[src/rtl/sfp_bank.sv]
// sfp_bank: per-column multi-bank psum accumulators with an activation/drain FSM.
// Define SFP_BANK_SAT_EN for saturating accumulation; the default build wraps.
module sfp_bank #(
   parameter int col      = 8,
   parameter int psum_bw  = 16,
   parameter int bank_num = 4,
   parameter int leaky_sh = 3,
   parameter int bank_w   = $clog2(bank_num)
) (
   input  logic                   clk,
   input  logic                   reset,
   input  logic [psum_bw*col-1:0] in_psum,
   input  logic [col-1:0]         valid_in,
   input  logic [bank_w-1:0]      bank_sel,
   input  logic                   acc_clr,
   input  logic [1:0]             mode,
   input  logic                   drain_req,
   input  logic [bank_w-1:0]      drain_bank,
   output logic [psum_bw*col-1:0] out_data,
   output logic                   out_valid,
   input  logic                   out_ready,
   output logic                   busy,
   output logic                   done,
   output logic                   err
);

   typedef enum logic [1:0] {IDLE, LOAD, HOLD, DONE} state_t;

   state_t                    state_q, state_d;
   logic [bank_w-1:0]         dbank_q, dbank_d;
   logic signed [psum_bw-1:0] acc_q [bank_num][col];
   logic signed [psum_bw-1:0] acc_d [bank_num][col];
   logic [psum_bw*col-1:0]    out_data_q, out_data_d;
   logic                      out_valid_q, out_valid_d;
   logic                      busy_q, busy_d;
   logic                      done_q, done_d;
   logic                      err_q, err_d;
   logic                      collide;
   logic                      handshake;

   function automatic logic signed [psum_bw-1:0] add_acc(
      input logic signed [psum_bw-1:0] a,
      input logic signed [psum_bw-1:0] b
   );
`ifdef SFP_BANK_SAT_EN
      logic signed [psum_bw:0] s;
      s = {a[psum_bw-1], a} + {b[psum_bw-1], b};
      if (s[psum_bw] != s[psum_bw-1])
         return s[psum_bw] ? {1'b1, {(psum_bw-1){1'b0}}} : {1'b0, {(psum_bw-1){1'b1}}};
      return s[psum_bw-1:0];
`else
      return a + b;
`endif
   endfunction

   // Modes 01 and 11 are both ReLU, so bit 0 alone selects clamping outside leaky mode.
   function automatic logic signed [psum_bw-1:0] act(
      input logic signed [psum_bw-1:0] x,
      input logic [1:0]                m
   );
      logic signed [psum_bw-1:0] r;
      r = x;
      if (x[psum_bw-1]) begin
         if (m == 2'b10) r = x >>> leaky_sh;
         else if (m[0])  r = '0;
      end
      return r;
   endfunction

   // Any traffic aimed at the bank being drained is dropped and flagged.
   assign collide   = (state_q == LOAD || state_q == HOLD) && (bank_sel == dbank_q)
                      && (acc_clr || (|valid_in));
   assign handshake = (state_q == HOLD) && out_valid_q && out_ready;

   always_comb begin
      // NOTE: every comb output gets a default first, so no latch can be inferred.
      acc_d = acc_q;
      if (!collide) begin
         if (acc_clr) begin
            for (int k = 0; k < col; k++) acc_d[bank_sel][k] = '0;
         end else begin
            for (int k = 0; k < col; k++)
               if (valid_in[k])
                  acc_d[bank_sel][k] = add_acc(acc_q[bank_sel][k],
                                               $signed(in_psum[k*psum_bw +: psum_bw]));
         end
      end
      if (handshake)
         for (int k = 0; k < col; k++) acc_d[dbank_q][k] = '0;
   end

   // NOTE: sequential state uses non-blocking assignments only; comb logic uses blocking.
   always_ff @(posedge clk or posedge reset) begin
      if (reset) begin
         state_q <= IDLE;
         dbank_q <= '0;
      end else begin
         state_q <= state_d;
         dbank_q <= dbank_d;
      end
   end

   always_comb begin
      state_d = state_q;
      dbank_d = dbank_q;
      unique case (state_q)
         IDLE: if (drain_req) begin
            state_d = LOAD;
            dbank_d = drain_bank;
         end
         LOAD:    state_d = HOLD;
         HOLD:    if (handshake) state_d = DONE;
         DONE:    state_d = IDLE;
         default: state_d = IDLE;
      endcase
   end

   always_comb begin
      out_data_d  = out_data_q;
      out_valid_d = out_valid_q;
      if (state_q == LOAD) begin
         for (int k = 0; k < col; k++)
            out_data_d[k*psum_bw +: psum_bw] = act(acc_q[dbank_q][k], mode);
         out_valid_d = 1'b1;
      end
      if (handshake) out_valid_d = 1'b0;
      busy_d = (state_d != IDLE);
      done_d = (state_d == DONE);
      err_d  = err_q | collide;
   end

   always_ff @(posedge clk or posedge reset) begin
      if (reset) begin
         // NOTE: the accumulator banks are reset too, since a reset must leave every bank at 0.
         for (int b = 0; b < bank_num; b++)
            for (int k = 0; k < col; k++) acc_q[b][k] <= '0;
         out_data_q  <= '0;
         out_valid_q <= 1'b0;
         busy_q      <= 1'b0;
         done_q      <= 1'b0;
         err_q       <= 1'b0;
      end else begin
         acc_q       <= acc_d;
         out_data_q  <= out_data_d;
         out_valid_q <= out_valid_d;
         busy_q      <= busy_d;
         done_q      <= done_d;
         err_q       <= err_d;
      end
   end

   assign out_data  = out_data_q;
   assign out_valid = out_valid_q;
   assign busy      = busy_q;
   assign done      = done_q;
   assign err       = err_q;

endmodule

[config.mk]
export PLATFORM = sky130hd
export DESIGN_NAME = sfp_bank
export DESIGN_NICKNAME = d
export VERILOG_FILES = /design/src/rtl/sfp_bank.sv
export SDC_FILE = /design/constraint.sdc
export NUM_CORES = 2
export LEC_CHECK = 0
export CAP_MARGIN = 20
export CORE_AREA = 10 10 347 349
export DETAILED_ROUTE_END_ITERATION = 12
export DIE_AREA = 0 0 357 359
export GPL_ROUTABILITY_DRIVEN = 0
export GPL_TIMING_DRIVEN = 0
export PLACE_DENSITY_LB_ADDON = 0.2
export SKIP_LAST_GASP = 1
export SYNTH_ARGS = -nofsm -noshare
export SYNTH_HDL_FRONTEND = slang
export SYNTH_SLANG_ARGS = --single-unit
[constraint.sdc]
create_clock -name clk -period 55.4 [get_ports clk]
set_input_delay 8.31 -clock clk [delete_from_list [all_inputs] [get_ports clk]]
set_output_delay 8.31 -clock clk [all_outputs]
set_load 0.005 [all_outputs]
Yosys cells after proc, flatten, opt, wreduce, memory -nomap -nowiden:

Cells that the tools add are included.

* ROM bits: 0
* memory bits (writable): 0
* output and inout port bits: 132
* memories: 0
* bits in registers: 648
* word-level logic and storage cells: 205
* bits of input ports: 147
* latch bits: 0

* equal/unequal tests: 6
* $lt $le $gt $ge: 4
* divide/modulo/power cells: 0
* $mul: 0
* bitwise gates (word level): 35
* reductions and logical operators: 13
* shifts and indexed selects: 0
* mux-type cells: 100
* $add $sub $neg: 8

Operators with widths (count)
* 512-bit 2-to-1 mux: 25
* 512-bit bitwise AND: 16
* 512-bit inverter: 16
* 512-bit bitwise mux: 8
* 128-bit demux with 2-bit select: 16
* 128-bit 2-to-1 mux: 6
* 128-bit binary-select mux with 2-bit select: 2
* 16-bit 2-to-1 mux: 26
* 112-bit 2-to-1 mux: 2
* 96-bit 2-to-1 mux: 2
* 80-bit 2-to-1 mux: 2
* 16-bit adder: 8
* 64-bit 2-to-1 mux: 2
* 48-bit 2-to-1 mux: 2
* 32-bit 2-to-1 mux: 2
* 2-bit == test, second input constant: 4
* 2-bit one-hot mux with 4 select lines: 1
* 8-bit OR reduction: 1
* 3-bit >= comparator, second input constant: 2
* 1-bit logical AND: 6
* 3-bit by 1-bit < comparator with 1-bit output, second input constant: 2
* 2-bit inverter with 3-bit output: 2
* 2-bit 2-to-1 mux: 2
* 2-bit nonzero test: 2
* other kinds (7): 9

Longest topological paths before layout:

* depth after elaboration: 46
* mapped depth: 16

Least setup slack after synthesis:

Ideal clock, no wire load.

* path kind: input -> register
* start: input port bank_sel[0]
* end: register acc_q[124] (netlist bit)
* buffers on the path: 4
* data arrival time: 11.987 ns
* stages on the path: 15
* setup time: 0.128 ns
* slack: 43.285 ns
* data required time: 55.272 ns
* cell sequence: buf_6 buf_2 clkbuf_1 buf_2 mux4_2 ha_1 fa_1 a21o_1 a2111oi_4 nor2_1 a211o_1 a21o_1 xor2_1 a211oi_1 nor3_1

RTL lines
* start: declaration: RTL line 14 `input logic [bank_w-1:0] bank_sel,`
* end signal: assignment: RTL line 143 `acc_q <= acc_d;`
* end: declaration: RTL line 31 `logic signed [psum_bw-1:0] acc_q [bank_num][col];`

==> impl_summary.log <==
INFO  metric slew_headroom = 0.1016
INFO  metric skew = 0.04065 ns
INFO  metric clk_latency = 0.68 ns
INFO  metric hold-path-cell-count = 1
INFO  metric drt_pre_antenna_iters = 8
INFO  metric yosysWarnings = 0
INFO  metric grt_use_total = 0.3025
INFO  metric post_cts_buffers = 0
INFO  metric max_cap_viol_count = 0
INFO  metric area.growth.synth_to_final = 21.09%
INFO  metric power.ir.vdd_worst = 0.02985 mV
INFO  metric clock_sink_count = 648
INFO  metric die-area = 0.1282 mm²
INFO  metric core-area = 0.1136 mm²
INFO  metric routed_wl = 201.0 mm
INFO  metric internal-power = 1.730 mW
INFO  metric root_buffer_cell = clkbuf_16
INFO  metric drive_above_1_share = 0.1409
INFO  metric rsz0062_at_grt = no
INFO  metric postSynthRegisterBits = 648
INFO  metric grt_first_pass_wirelength = 280.2 mm
INFO  metric grt_antenna_before_repair = 21
INFO  metric netSwitchingPower = 1.426 mW
INFO  metric tns = 0 ns
INFO  metric die_x = 357 µm
INFO  metric hold_buf_count_cts = 0
INFO  metric dp_worst_setup_slack = 41.46 ns
INFO  metric timing_max_transition_violations_final = 0
INFO  metric routedWlPerCell = 34.33 µm
INFO  metric power.sequential.fraction = 0.280
INFO  metric numPlacedInstances = 5686
INFO  metric hold_viol_final = 0
INFO  metric drc = 0
INFO  metric synth_top_area_share = 0.4107
INFO  metric synth_sequential_area_ratio = 0.4107
INFO  metric setup.worst_path.start = bank_sel[1]
INFO  metric cpLargestDelayFamily = buffers and inverters
INFO  metric cts-buffers-inserted = 80
INFO  metric criticalPathCategory = in -> reg
INFO  metric r2r_start = dbank_q[0]
INFO  metric start_util = 0.3477
INFO  metric layout_min_cycle_time = 13.51 ns
INFO  metric dp_hpwl = 146.5 mm
INFO  metric clock_power_share = 0.182
INFO  metric drt_iter0_drc = 5526
INFO  metric regToRegSetupSlack = 51.03 ns
INFO  metric synth_area_leaders = dfrtp_1 41%, mux4_2 15%, a22oi_1 5.2%
INFO  metric stdcell_count = 5854
INFO  metric crit_path_most_repeated_cell = a21oi_1
INFO  metric clock_tree.htree_level_count = 3
INFO  metric layout.nets = 4550
INFO  metric synth.lib_cells_used.distinct = 90
INFO  metric drtAntennaViolNets = 0
INFO  metric critPathMaxFanout = 10
INFO  metric p_sw_frac = 0.4520
INFO  metric finish.utilization = 0.4210
INFO  metric ys_async_sr_fraction = 1.000
INFO  metric floorplan_die_height = 359 µm
INFO  metric vias = 38190
INFO  metric postSynthNetCount = 4142
INFO  metric clock.fmax = 0.07403 GHz
INFO  metric final_cell_area_excluding_filler_cells = 0.04781 mm²
INFO  metric boundaryPins = 279
INFO  metric edff_count_synth = 0
INFO  metric first_global_vias = 36590
INFO  metric synthFlopType = dfrtp_1
INFO  metric finalSetupViolCount = 0
INFO  metric hold_end = err
INFO  metric cts_max_path_buffers = 3
INFO  metric min_from = err
INFO  metric worstPathRequired = 55.90 ns
INFO  metric timing.final.ws_setup = 41.89 ns
INFO  metric grt_overflow_total = 0
INFO  metric cts-resized-gates = 0
INFO  metric largest_net_degree_at_the_start_of_global_routing = 115
INFO  metric avgSynthCellArea = 10.22 µm²
INFO  metric synth_top_cell_by_area = dfrtp_1
INFO  metric combPwrFrac = 0.539
INFO  metric timing.critical_path.arrival = 14.01 ns
INFO  metric port_buffers = 270
INFO  metric synthCells = 3863
INFO  metric crit-reg2reg-capture = acc_q[59]
INFO  metric holdCritPathClass = reg -> reg
INFO  metric final_min_period_over_clock_period = 0.2438
INFO  metric critPathBufInv = 4
INFO  metric transition_time_at_the_pin_with_the_least_slew_margin = 1.348 ns
INFO  metric worst_setup_hold_path_clk_slew = 0.06 ns
INFO  metric synth_area = 0.03949 mm²
INFO  metric critical_path.slowest_cell = buf_1
INFO  metric area_after_detailed_placement = 0.04481 mm²
INFO  metric endpoint_kind = register
INFO  metric cts_tree = done
INFO  metric setup.worst_path.start_class = input port
INFO  metric critical_path.cell_chain = buf_4, buf_2, clkbuf_1, buf_1, mux4_2, ha_1, fa_1, a21oi_1, o21ai_0, a31o_2, a21oi_1, o211ai_1, a21oi_1, xor2_1, o31ai_1
INFO  metric ff2ff_path_depth = 7
INFO  metric avgViaCountPerCell = 6.524
INFO  metric core.rowCount = 124
INFO  metric power-per-cell-area = 66.01 mW/mm²
INFO  metric outcome = finished clean
INFO  metric cellLeakagePower = 20.08 nW
INFO  metric timing.critical_path.slowest_cell_delay = 1.02 ns
## how the worst max path moves through the flow
stage,to,slack [ns],depth (start not counted)
2_1_floorplan,acc_q[0],28.93,1
3_3_place_gp,out_data[121],19.25,2
3_5_place_dp,acc_q[60],41.46,15
4_1_cts,acc_q[60],42.14,15
5_1_grt,acc_q[30],41.84,15
6_report,acc_q[60],41.89,15
## worst register-to-register path, stage by stage, from the launching register on
cell and delay [ns]:
dfrtp_1 0.34, buf_6 0.28, buf_2 0.48, and3_1 0.44, buf_2 0.54, clkbuf_1 0.96, buf_1 1.01, nor2_1 0.16
## metal layers
layer | vias up | wire length [µm] | global-route usage
li1 | 15420 | - | -
met1 | 19030 | 74140 | 0.3795
met2 | 2948 | 83810 | 0.4281
met3 | 764 | 28440 | 0.1241
met4 | 30 | 14250 | 0.1854
met5 | - | 313 | 0.006151
## synth_stat cells (all sizes together), types with 19 or more instances
library cell	instances
nor2	546
nand3	99
a21o	50
o31ai	22
a22oi	273
nand2b	35
o21a	19
o221a	19
nor3	57
o21ai	252
nor2b	25
a32o	19
a21oi	397
and3	21
dfrtp	648
inv	46
nand2	212
buf	113
a22o	43
ha	124
and2	33
xnor2	67
a211oi	60
xor2	46
clkbuf	173
a31oi	19
mux4	256
## power by group through the flow
stage	Sequential (mW)	Combinational, mW	Clock (mW)
floorplan	0.827	1.02	0
global placement	0.873	1.61	0
detailed placement	0.879	1.64	0
CTS	0.874	1.65	0.572
global route	0.907	1.79	0.590
finish	0.883	1.70	0.574
## placed cells by master (no fill, tap or decap), drive strengths merged, types with 9 or more instances in the layout
cell           count
and2              33
a21oi            397
o21a              19
o22ai             16
nor2b             25
nor3              57
o221a             19
and3              21
mux4             256
inv               49
clkbuf           286
o211ai            17
ha               124
clkdlybuf4s50    270
mux2i              9
a22o              43
a32o              19
a211oi            60
nor2             546
nand2b            35
xor2              46
xnor2             67
a21o              50
bufinv            10
nand4             10
o31ai             22
a31oi             19
o21bai            14
a22oi            273
o21ai            252
nand2            212
dfrtp            648
clkinv            15
nand3             99
buf              168
a311oi            15
diode             12
## sequential cells by signal, summed over array words and instances (netlist names)
signal,cells
busy,1
err,1
state_q,2
done,1
dbank_q,2
out_valid,1
out_data,128
acc_q,512
## cell type report
type	instances	area (µm²)
fill	11070	65760
multi-input combinational	2882	21830
sequential	648	16220
timing repair buffer	326	3623
clock buffer	112	2349
tap	1512	1892
buffer	286	1281
clock inverter	29	411.6
inverter	47	183.9
antenna	12	30.03
## cells by family (layout without fill, tap and decap cells)
family,after synthesis,count (layout),share of synthesized area
flip-flops,648,648,0.4107
adder cells (fa/ha/maj),132,132,0.04335
other,0,12,0
multiplexers,268,268,0.1492
AND/OR/NAND/NOR,1068,1068,0.1180
buffers and inverters,333,800,0.03669
XOR/XNOR,113,113,0.02526
AO/OA/AOI/OAI,1301,1301,0.2169
## per-stage QoR
| stage | power [mW] | hold WS [ns] |
|---|---|---|
| 6_report | 3.156 | 0.4743 |
| 5_1_grt | 3.290 | 0.5233 |
| 4_1_cts | 3.097 | 0.4834 |
| 3_5_place_dp | 2.522 | 0.4575 |
| 3_3_place_gp | 2.488 | 0.4529 |
| 2_1_floorplan | 1.851 | 0.4501 |
Power figures use the tool's default switching activity.
